--- src/rtl/rr_stream_mux_pkg.sv ---
// Shared constants and helpers for the round-robin stream multiplexer.
package rr_stream_mux_pkg;

    localparam logic MODE_FIXED = 1'b0;
    localparam logic MODE_RR    = 1'b1;

    function automatic int unsigned clog2(input int unsigned n);
        int unsigned r;
        r = 0;
        while ((32'd1 << r) < n) r++;
        return r;
    endfunction

endpackage

--- src/rtl/rr_stream_mux_rr_arbiter.sv ---
// Rotating-priority arbiter: picks the first requester at or above ptr, wrapping modulo N_CH.
module rr_stream_mux_rr_arbiter
    import rr_stream_mux_pkg::*;
#(
    parameter int N_CH  = 8,
    parameter int SEL_W = $clog2(N_CH)
) (
    input  logic [N_CH-1:0]  req,
    input  logic [SEL_W-1:0] ptr,
    output logic [SEL_W-1:0] gnt_idx,
    output logic             gnt_valid
);

    int                 w_j;
    logic [SEL_W-1:0]   w_idx;

    always_comb begin
        gnt_idx   = '0;
        gnt_valid = 1'b0;
        w_j       = 0;
        w_idx     = '0;
        for (int i = 0; i < N_CH; i++) begin
            w_j = int'(ptr) + i;
            if (w_j >= N_CH) w_j = w_j - N_CH;
            w_idx = SEL_W'(w_j);
            if (!gnt_valid && req[w_idx]) begin
                gnt_valid = 1'b1;
                gnt_idx   = w_idx;
            end
        end
    end

endmodule

--- src/rtl/rr_stream_mux.sv ---
// N-channel valid/ready stream mux with fixed-select or round-robin grant and a registered output.
module rr_stream_mux
    import rr_stream_mux_pkg::*;
#(
    parameter int N_CH  = 8,
    parameter int W     = 8,
    parameter int SEL_W = $clog2(N_CH)
) (
    input  logic              clk,
    input  logic              rst_n,
    input  logic [N_CH*W-1:0] in_data,
    input  logic [N_CH-1:0]   in_valid,
    output logic [N_CH-1:0]   in_ready,
    input  logic              mode,
    input  logic [SEL_W-1:0]  sel,
    output logic [W-1:0]      out_data,
    output logic              out_valid,
    input  logic              out_ready,
    output logic [SEL_W-1:0]  out_ch
);

    logic [W-1:0]      r_out_data;
    logic              r_out_valid;
    logic [SEL_W-1:0]  r_out_ch;
    logic [SEL_W-1:0]  r_rr_ptr;

    logic              w_load_en;
    logic              w_fix_valid;
    logic [SEL_W-1:0]  w_rr_idx;
    logic              w_rr_valid;
    logic [SEL_W-1:0]  w_grant;
    logic              w_granted;
    logic              w_xfer;
    logic [W-1:0]      w_gnt_data;
    logic [N_CH-1:0]   w_in_ready;

    rr_stream_mux_rr_arbiter #(
        .N_CH  (N_CH),
        .SEL_W (SEL_W)
    ) u_arb (
        .req       (in_valid),
        .ptr       (r_rr_ptr),
        .gnt_idx   (w_rr_idx),
        .gnt_valid (w_rr_valid)
    );

    assign w_load_en = !r_out_valid || out_ready;

    // Out-of-range sel matches no channel, so it never grants.
    always_comb begin
        w_fix_valid = 1'b0;
        for (int k = 0; k < N_CH; k++) begin
            if (sel == SEL_W'(k)) w_fix_valid = in_valid[k];
        end
    end

    assign w_grant   = (mode == MODE_RR) ? w_rr_idx : sel;
    assign w_granted = (mode == MODE_RR) ? w_rr_valid : w_fix_valid;
    assign w_xfer    = w_load_en && w_granted;

    always_comb begin
        w_gnt_data = '0;
        w_in_ready = '0;
        for (int k = 0; k < N_CH; k++) begin
            if (w_grant == SEL_W'(k)) begin
                w_gnt_data    = in_data[k*W +: W];
                w_in_ready[k] = w_xfer;
            end
        end
    end

    always_ff @(posedge clk or negedge rst_n) begin
        if (!rst_n) begin
            r_out_valid <= 1'b0;
            r_out_data  <= '0;
            r_out_ch    <= '0;
            r_rr_ptr    <= '0;
        end else begin
            if (w_xfer) begin
                r_out_valid <= 1'b1;
                r_out_data  <= w_gnt_data;
                r_out_ch    <= w_grant;
                if (mode == MODE_RR) begin
                    r_rr_ptr <= (w_grant == SEL_W'(N_CH - 1)) ? '0 : w_grant + SEL_W'(1);
                end
            end else if (w_load_en) begin
                r_out_valid <= 1'b0;
            end
        end
    end

    assign in_ready  = w_in_ready;
    assign out_data  = r_out_data;
    assign out_valid = r_out_valid;
    assign out_ch    = r_out_ch;

endmodule
--- config.mk ---
export PLATFORM = sky130hd
export DESIGN_NAME = rr_stream_mux
export DESIGN_NICKNAME = d
export VERILOG_FILES = /design/src/rtl/rr_stream_mux_pkg.sv /design/src/rtl/rr_stream_mux_rr_arbiter.sv /design/src/rtl/rr_stream_mux.sv
export SDC_FILE = /design/constraint.sdc
export NUM_CORES = 1
export LEC_CHECK = 0
export CAP_MARGIN = 0
export CORE_MARGIN = 8
export CORE_UTILIZATION = 45
export DETAILED_ROUTE_END_ITERATION = 8
export DONT_BUFFER_PORTS = 1
export GPL_TIMING_DRIVEN = 0
export HOLD_SLACK_MARGIN = 0.05
export SYNTH_ARGS = -nofsm -noshare
export SYNTH_HDL_FRONTEND = slang
export SYNTH_HIERARCHICAL = 1
export SYNTH_SLANG_ARGS = --single-unit
export TNS_END_PERCENT = 100
--- constraint.sdc ---
create_clock -name clk -period 12.2 [get_ports clk]
set_clock_uncertainty 0.1 [all_clocks]
set_input_delay 3.05 -clock clk [delete_from_list [all_inputs] [get_ports clk]]
set_output_delay 3.05 -clock clk [all_outputs]
set_load 0.01 [all_outputs]
Word-level counts from Yosys, hierarchy flattened
Index checks and enable logic that the tools add are counted.
{"block": "word_totals", "register_bits": 15, "out_inout_bits": 20, "wordCells": 140}
{"block": "classes", "magnitude_cmp": 16, "addsub": 16, "n_reduce_logical": 21, "n_eq_ne": 14, "n_mux": 69}
{"op": "$mux 8", "count": 8}
{"op": "$mux 3", "count": 18}
{"op": "$mux 1", "count": 35}
{"op": "$lt 3x4->1 const B", "count": 8}
{"op": "$ge 4x4->1 const B", "count": 7}
{"op": "$bmux 1 s3", "count": 8}
{"op": "$eq 3x3->1 const B", "count": 8}
{"op": "$sub 3x1->3 const B", "count": 8}
{"op": "$add 3x3->4 const B", "count": 4}
{"op": "$eq 3x2->1 const B", "count": 4}
{"op": "$add 3x2->4 const B", "count": 2}
{"op": "$logic_and 1x1->1", "count": 8}
{"op": "$logic_not 1->1", "count": 8}
{"op": "$eq 3x1->1 const B", "count": 2}
{"op": "$logic_not 3->1", "count": 2}
{"op": "$add 3x1->4 const B", "count": 1}
{"op": "$ge 3x4->1 const B", "count": 1}
{"op": "$add 3x1->3 const B", "count": 1}
{"op": "$reduce_and 2->1", "count": 1}
{"op": "$reduce_bool 2->1", "count": 1}
{"op": "$logic_or 1x1->1", "count": 1}

Depth between registers and ports, before layout
Gate-level depths: netlist (run 1).
{"block": "depth", "ltp_word": 36, "ltp_mapped": 21, "ltp_nobuf": 17}

Hierarchy
Netlist (run 1), hierarchy kept.
{"module": "rr_stream_mux", "instances": 1, "cells_each": 192, "area_each_um2": 1627.8}
{"module": "rr_stream_mux_rr_arbiter", "instances": 1, "cells_each": 115, "area_each_um2": 1062.3}

Least setup slack after synthesis (run 1)
No wires, ideal clock.
{"block": "synth_path", "kind": "input to output", "startpoint": "in in_valid[3]", "endpoint": "out in_ready[3]", "cell_stages": 12, "path_buffers": 3, "slack_ns": 3.209, "arrival_time_ns": 5.841, "path_cell_list": "mux4_2 a221o_1 a2bb2oi_2 nor2_4 and4_1 a211oi_2 mux2i_4 clkbuf_1 ha_1 clkbuf_1 clkbuf_1 and2_1"}
{"block": "synth_via", "elab_chain_len": 27, "word_cells_on_any_way": 56, "cone_classes": "1 x eq/ne; 40 x mux; 15 x reduce/logical"}
{"item": "start: declaration", "line": "rr_stream_mux.sv:12", "text": "input logic [N_CH-1:0] in_valid,"}
{"item": "$bmux 1 s3", "line": "rr_stream_mux_rr_arbiter.sv:26", "text": "if (!gnt_valid && req[w_idx]) begin"}
{"item": "$mux 1 (implied by the code)", "line": "rr_stream_mux_rr_arbiter.sv:26"}
{"item": "$mux 1", "line": "rr_stream_mux_rr_arbiter.sv:26"}
{"item": "$logic_not 1->1", "line": "rr_stream_mux_rr_arbiter.sv:26"}
{"item": "$logic_and 1x1->1", "line": "rr_stream_mux_rr_arbiter.sv:26"}
{"item": "$mux 1", "line": "rr_stream_mux_rr_arbiter.sv:26"}
{"item": "$logic_not 1->1", "line": "rr_stream_mux_rr_arbiter.sv:26"}
{"item": "$logic_and 1x1->1", "line": "rr_stream_mux_rr_arbiter.sv:26"}
{"item": "[12 not listed]"}
{"item": "$mux 1", "line": "rr_stream_mux_rr_arbiter.sv:26"}
{"item": "$logic_not 1->1", "line": "rr_stream_mux_rr_arbiter.sv:26"}
{"item": "$logic_and 1x1->1", "line": "rr_stream_mux_rr_arbiter.sv:26"}
{"item": "$mux 3 (*)", "line": "rr_stream_mux_rr_arbiter.sv:26"}
{"item": "named net w_rr_idx[2]", "line": "rr_stream_mux.sv:29", "text": "logic [SEL_W-1:0] w_rr_idx;"}
{"item": "$mux 3 (*)", "line": "rr_stream_mux.sv:57", "text": "assign w_grant = (mode == MODE_RR) ? w_rr_idx : sel;"}
{"item": "$eq 3x2->1 (*)", "line": "rr_stream_mux.sv:65", "text": "if (w_grant == SEL_W'(k)) begin"}
{"item": "$mux 1 (*)", "line": "rr_stream_mux.sv:65"}
{"item": "end: declaration", "line": "rr_stream_mux.sv:13", "text": "output logic [N_CH-1:0] in_ready,"}
The timed path passes the listed nets; every way through them passes the cells marked *. The select of a mux whose other input is x is not followed.

Worst setup path after layout (run 1)
{"block": "layout_path", "startpoint": "in in_valid[1]", "endpoint": "out in_ready[3]"}
The elaborated chain is that of the path after synthesis.

==> qor.txt, run 1 <==
====================================================================================
Status                                                                  finished clean
Critical Path Start Type                                                primary input
Cells along the critical path                                           mux2i_1 > mux4_2 > a2bb2oi_2 > nor2_4 > a221oi_1 > a211oi_2 > mux2i_4 > clkbuf_1 > ha_1 > clkbuf_1 > clkbuf_1 > and2_1
Cell Count, Final, Fillers Out                                                   386
Family with the most delay on the worst path                            buffers and inverters
HP Class                                                                flip-flop to flip-flop
Number of cells upsized or downsized after cts                                     0
Highest Clock Rate                                                           103 MHz
Asr flop ratio synth                                                            100%
CTS tree                                                                       built
Max Used Layer                                                                  met4
Worst VDD drop                                                                132 uV
Minimum clock period                                                         9.75 ns
Worst setup path class                                                  primary input to output port
Total inserted antenna cells                                                       0
Lkg Pwr                                                                      1.12 nW
Post-CTS Setup Inserts                                                             0
Met3 Wirelength                                                               634 um
Count of input and output buffers                                                  0
Starting Density                                                               46.0%
Routed WL                                                                    8600 um
Routed vias                                                                     2597
Reported max-cap violation count                                                   0
PnR Total Power                                                             0.936 mW
Average cell area after synthesis                                           8.76 um2
Synthesized-area fraction occupied by adder cells                              3.72%
Initial antenna violation count                                                    0
Pin count of the biggest net entering global routing                              16
Number of core rows                                                               28
Mux share of post-synthesis cell area                                          22.0%
Dominant cell type by area after synthesis                                   dfrtp_1
Largest cells by area after synthesis                                   dfrtp_1 14%, mux4_2 9.2%, mux2i_1 5.6%, nor2b_1 4.9%, a21oi_1 4.7%
Synth Register Bits                                                               15
Synth cell types                                                                  65
Sequential cell area fraction in the yosys report                              14.0%
Delay of the slowest cell on the worst path                                  0.50 ns
Cell count after placement                                                       382
Data required time of the worst path                                         9.05 ns
Worst hold-check slack                                                      0.447 ns
Post-detailed-placement half-perimeter wirelength                            6740 um
Cell internal power dissipation                                             0.438 mW
Most numerous cell on the critical path                                     clkbuf_1
Critical path fanouts, max                                                        10
Area of the mapped netlist                                                  2690 um2
CTS clk-pin slew, worst paths                                                0.07 ns
Metal2 WL                                                                    3960 um
Number of buffers inserted for hold repair after clock tree synthesis              0
CTS Sinks                                                                         15
Pin slew with the least headroom to its limit                               0.525 ns
Count of flip-flops with a built-in enable after synthesis                         0
Setup TNS Final                                                                 0 ns
Unrepaired setup endpoints after global routing                                false
First-pass DRT Iterations                                                          5
Part of the power in combinational logic                                       84.4%
Clk pwr share                                                                   4.6%
Switching part of the total power                                              53.2%
Final setup viols                                                                  0
RD Place Congestion                                                            0.944
Parity-gate share of the synthesized area counting xor and xnor cells         0.977%
Most numerous cell in the Yosys netlist                                      a21oi_1
Number of global-route vias before repair                                       2446
CTS Root Buffer Type                                                        clkbuf_8
Synthesized-area fraction occupied by ao, oa, aoi and oai cells                29.5%
Htree depth                                                                        1
Total global-route track usage                                                 18.9%
Clock latency at the later pin of the worst-skew pair                        0.26 ns
Top cells by count, synth                                               25 x a21oi_1, 21 x nor2b_1, 16 x inv_1, 16 x nor2_1
Sequential share of power                                                      11.0%
Share of synthesized cell area in and, or, nand and nor gates                  21.3%
Number of clock buffers inserted by TritonCTS                                      3
Number of remaining DRC errors                                                     0
Cells after Synth                                                                307
Synth-to-Final Area Change                                                     5.21%
Pwr per Cell Area                                                         331 nW/um2
Primary flip-flop cell chosen by synthesis mapping                           dfrtp_1
Largest family of logic cells by synthesized area                       compound AO/OA/AOI/OAI gates
Global-route wire length before repair                                      13400 um
Die area                                                                    8710 um2
Synth Warn #                                                                       6
CP Buf/Inv Count                                                                   3
Vias per inst                                                                   6.73
Final ANT Viol Nets                                                                0
Worst slew margin relative to its limit                                        65.0%
Detail-routed net length per standard cell                                   22.3 um
Detailed router's first-iteration violation count                                173
Share of post-route cells with drive strength above 1                          18.3%
Data arrival time at the worst-slack endpoint                                6.60 ns
Final hold violation count                                                         0
Net count of the mapped netlist                                                  394
Ports placed on the boundary                                                      99
Pins over their slew limit                                                         0
Met1 Wirelength                                                              3910 um
Final worst-path cycle share                                                   79.9%
Clock tree buffer depth                                                            2
Share of Yosys cell area claimed by the top area cell type                     14.0%
Total overflow reported by the global router                                       0
FILL cells                                                                       561
Core footprint                                                              5850 um2
Slowest-stage cell, CP                                                        mux4_2
Floorplan die height                                                         93.3 um
Final layout net count                                                           399
Die X-Extent                                                                 93.3 um
CP endpoint kind                                                         output port
Switching component of the power                                            0.498 mW
====================================================================================
state kept, by name, indices dropped and copies added (netlist names):
signal	flops
out_data	8
out_ch	3
r_rr_ptr	3
out_valid	1
path summary, 6_finish.rpt:
| path | slack [ns] | end | cells past startpoint | start |
|---|---|---|---|---|
| worst max register to register | 6.30 | out_data[1]$_DFFE_PN0P_ | 19 | r_rr_ptr[1]$_DFFE_PN0P_ |
| worst min-delay path | 0.45 | r_rr_ptr[1]$_DFFE_PN0P_ | 2 | r_rr_ptr[1]$_DFFE_PN0P_ |
| worst min register to register | 0.45 | r_rr_ptr[1]$_DFFE_PN0P_ | 2 | r_rr_ptr[1]$_DFFE_PN0P_ |
| max in group asynchronous | 9.55 | out_data[5]$_DFFE_PN0P_ | 0 | rst_n |
| min in group asynchronous | 2.38 | out_data[6]$_DFFE_PN0P_ | 0 | rst_n |
| worst max-delay path | 2.45 | in_ready[3] | 12 | in_valid[1] |
per-layer routing:
layer / global-route usage [%] / vias up
li1: - / 1195
met3: 3.77 / 12
met1: 26.8 / 1259
met5: 0 / -
met4: 3.36 / 0
met2: 29.1 / 131
per-stage QoR:
step / area [um2] / util, % / setup slack, ns
floorplan: 2690 / - / 3.21
detailed placement: 2780 / 47.6 / 2.51
finish: 2830 / 48.4 / 2.45
CTS: 2830 / 48.4 / 2.51
global placement: 2780 / 47.6 / 2.59
global route: 2830 / 48.4 / 2.26
cells in the final DEF, fill, tap and decap left out, drive strengths merged, types with 6 or more instances in the layout:
| master | count |
|---|---|
| nor3 | 6 |
| ha | 8 |
| a21oi | 28 |
| nor2b | 21 |
| a31oi | 6 |
| mux4 | 15 |
| o21ai | 16 |
| and2 | 6 |
| mux2i | 16 |
| inv | 18 |
| nand3 | 8 |
| buf | 17 |
| dfrtp | 15 |
| a221oi | 10 |
| a221o | 9 |
| nor2 | 17 |
| clkbuf | 12 |
| mux2 | 6 |
| nand2 | 12 |
| nand2b | 10 |
| o221ai | 6 |
tightest hold or removal path, cell delays in order (launching register included):
cell and delay, ns:
dfrtp_1 0.39, nand2_1 0.06, o21ai_1 0.07
cell families after synthesis:
| logic type | after synthesis |
|---|---|
| fa+ha+maj | 8 |
| buf+inv | 44 |
| flops | 15 |
| xor+xnor | 3 |
| mux | 37 |
| compound gates | 101 |
| simple gates | 99 |
power by group through the flow:
stage / registers, mW / logic, mW / clock network [mW]
finish: 0.103 / 0.790 / 0.0431
global route: 0.107 / 0.865 / 0.0455
CTS: 0.104 / 0.779 / 0.0432
detailed placement: 0.105 / 0.776 / 0
global placement: 0.104 / 0.764 / 0
floorplan: 0.0973 / 0.633 / 0
final cells by class:
type	instances	area (um2)	area share, %
flip-flops and latches	15	375	13.3
multi-input cells	248	2090	73.8
plain buffers	26	159	5.61
clock inverters	1	5.00	0.177
inverters	18	67.6	2.39
well taps	75	93.8	3.32
clock buffers	3	41.3	1.46
Power figures use the tool's default switching activity.
==> inputs of run 2 (changes only) <==
clock period = 7.9 ns   (was 12.2 ns; I/O delays follow)
==> results of run 2 <==
Same layout as run 1 (identical final DEF). Status: finished clean.
Among the figures that moved: setup slack after placement 2.51 ns -> 0.363 ns; setup slack after layout 2.45 ns -> 0.303 ns; register-to-register setup slack 6.30 ns -> 2.00 ns; total power 0.936 mW -> 1.44 mW; worst IR drop on VDD 132 uV -> 204 uV
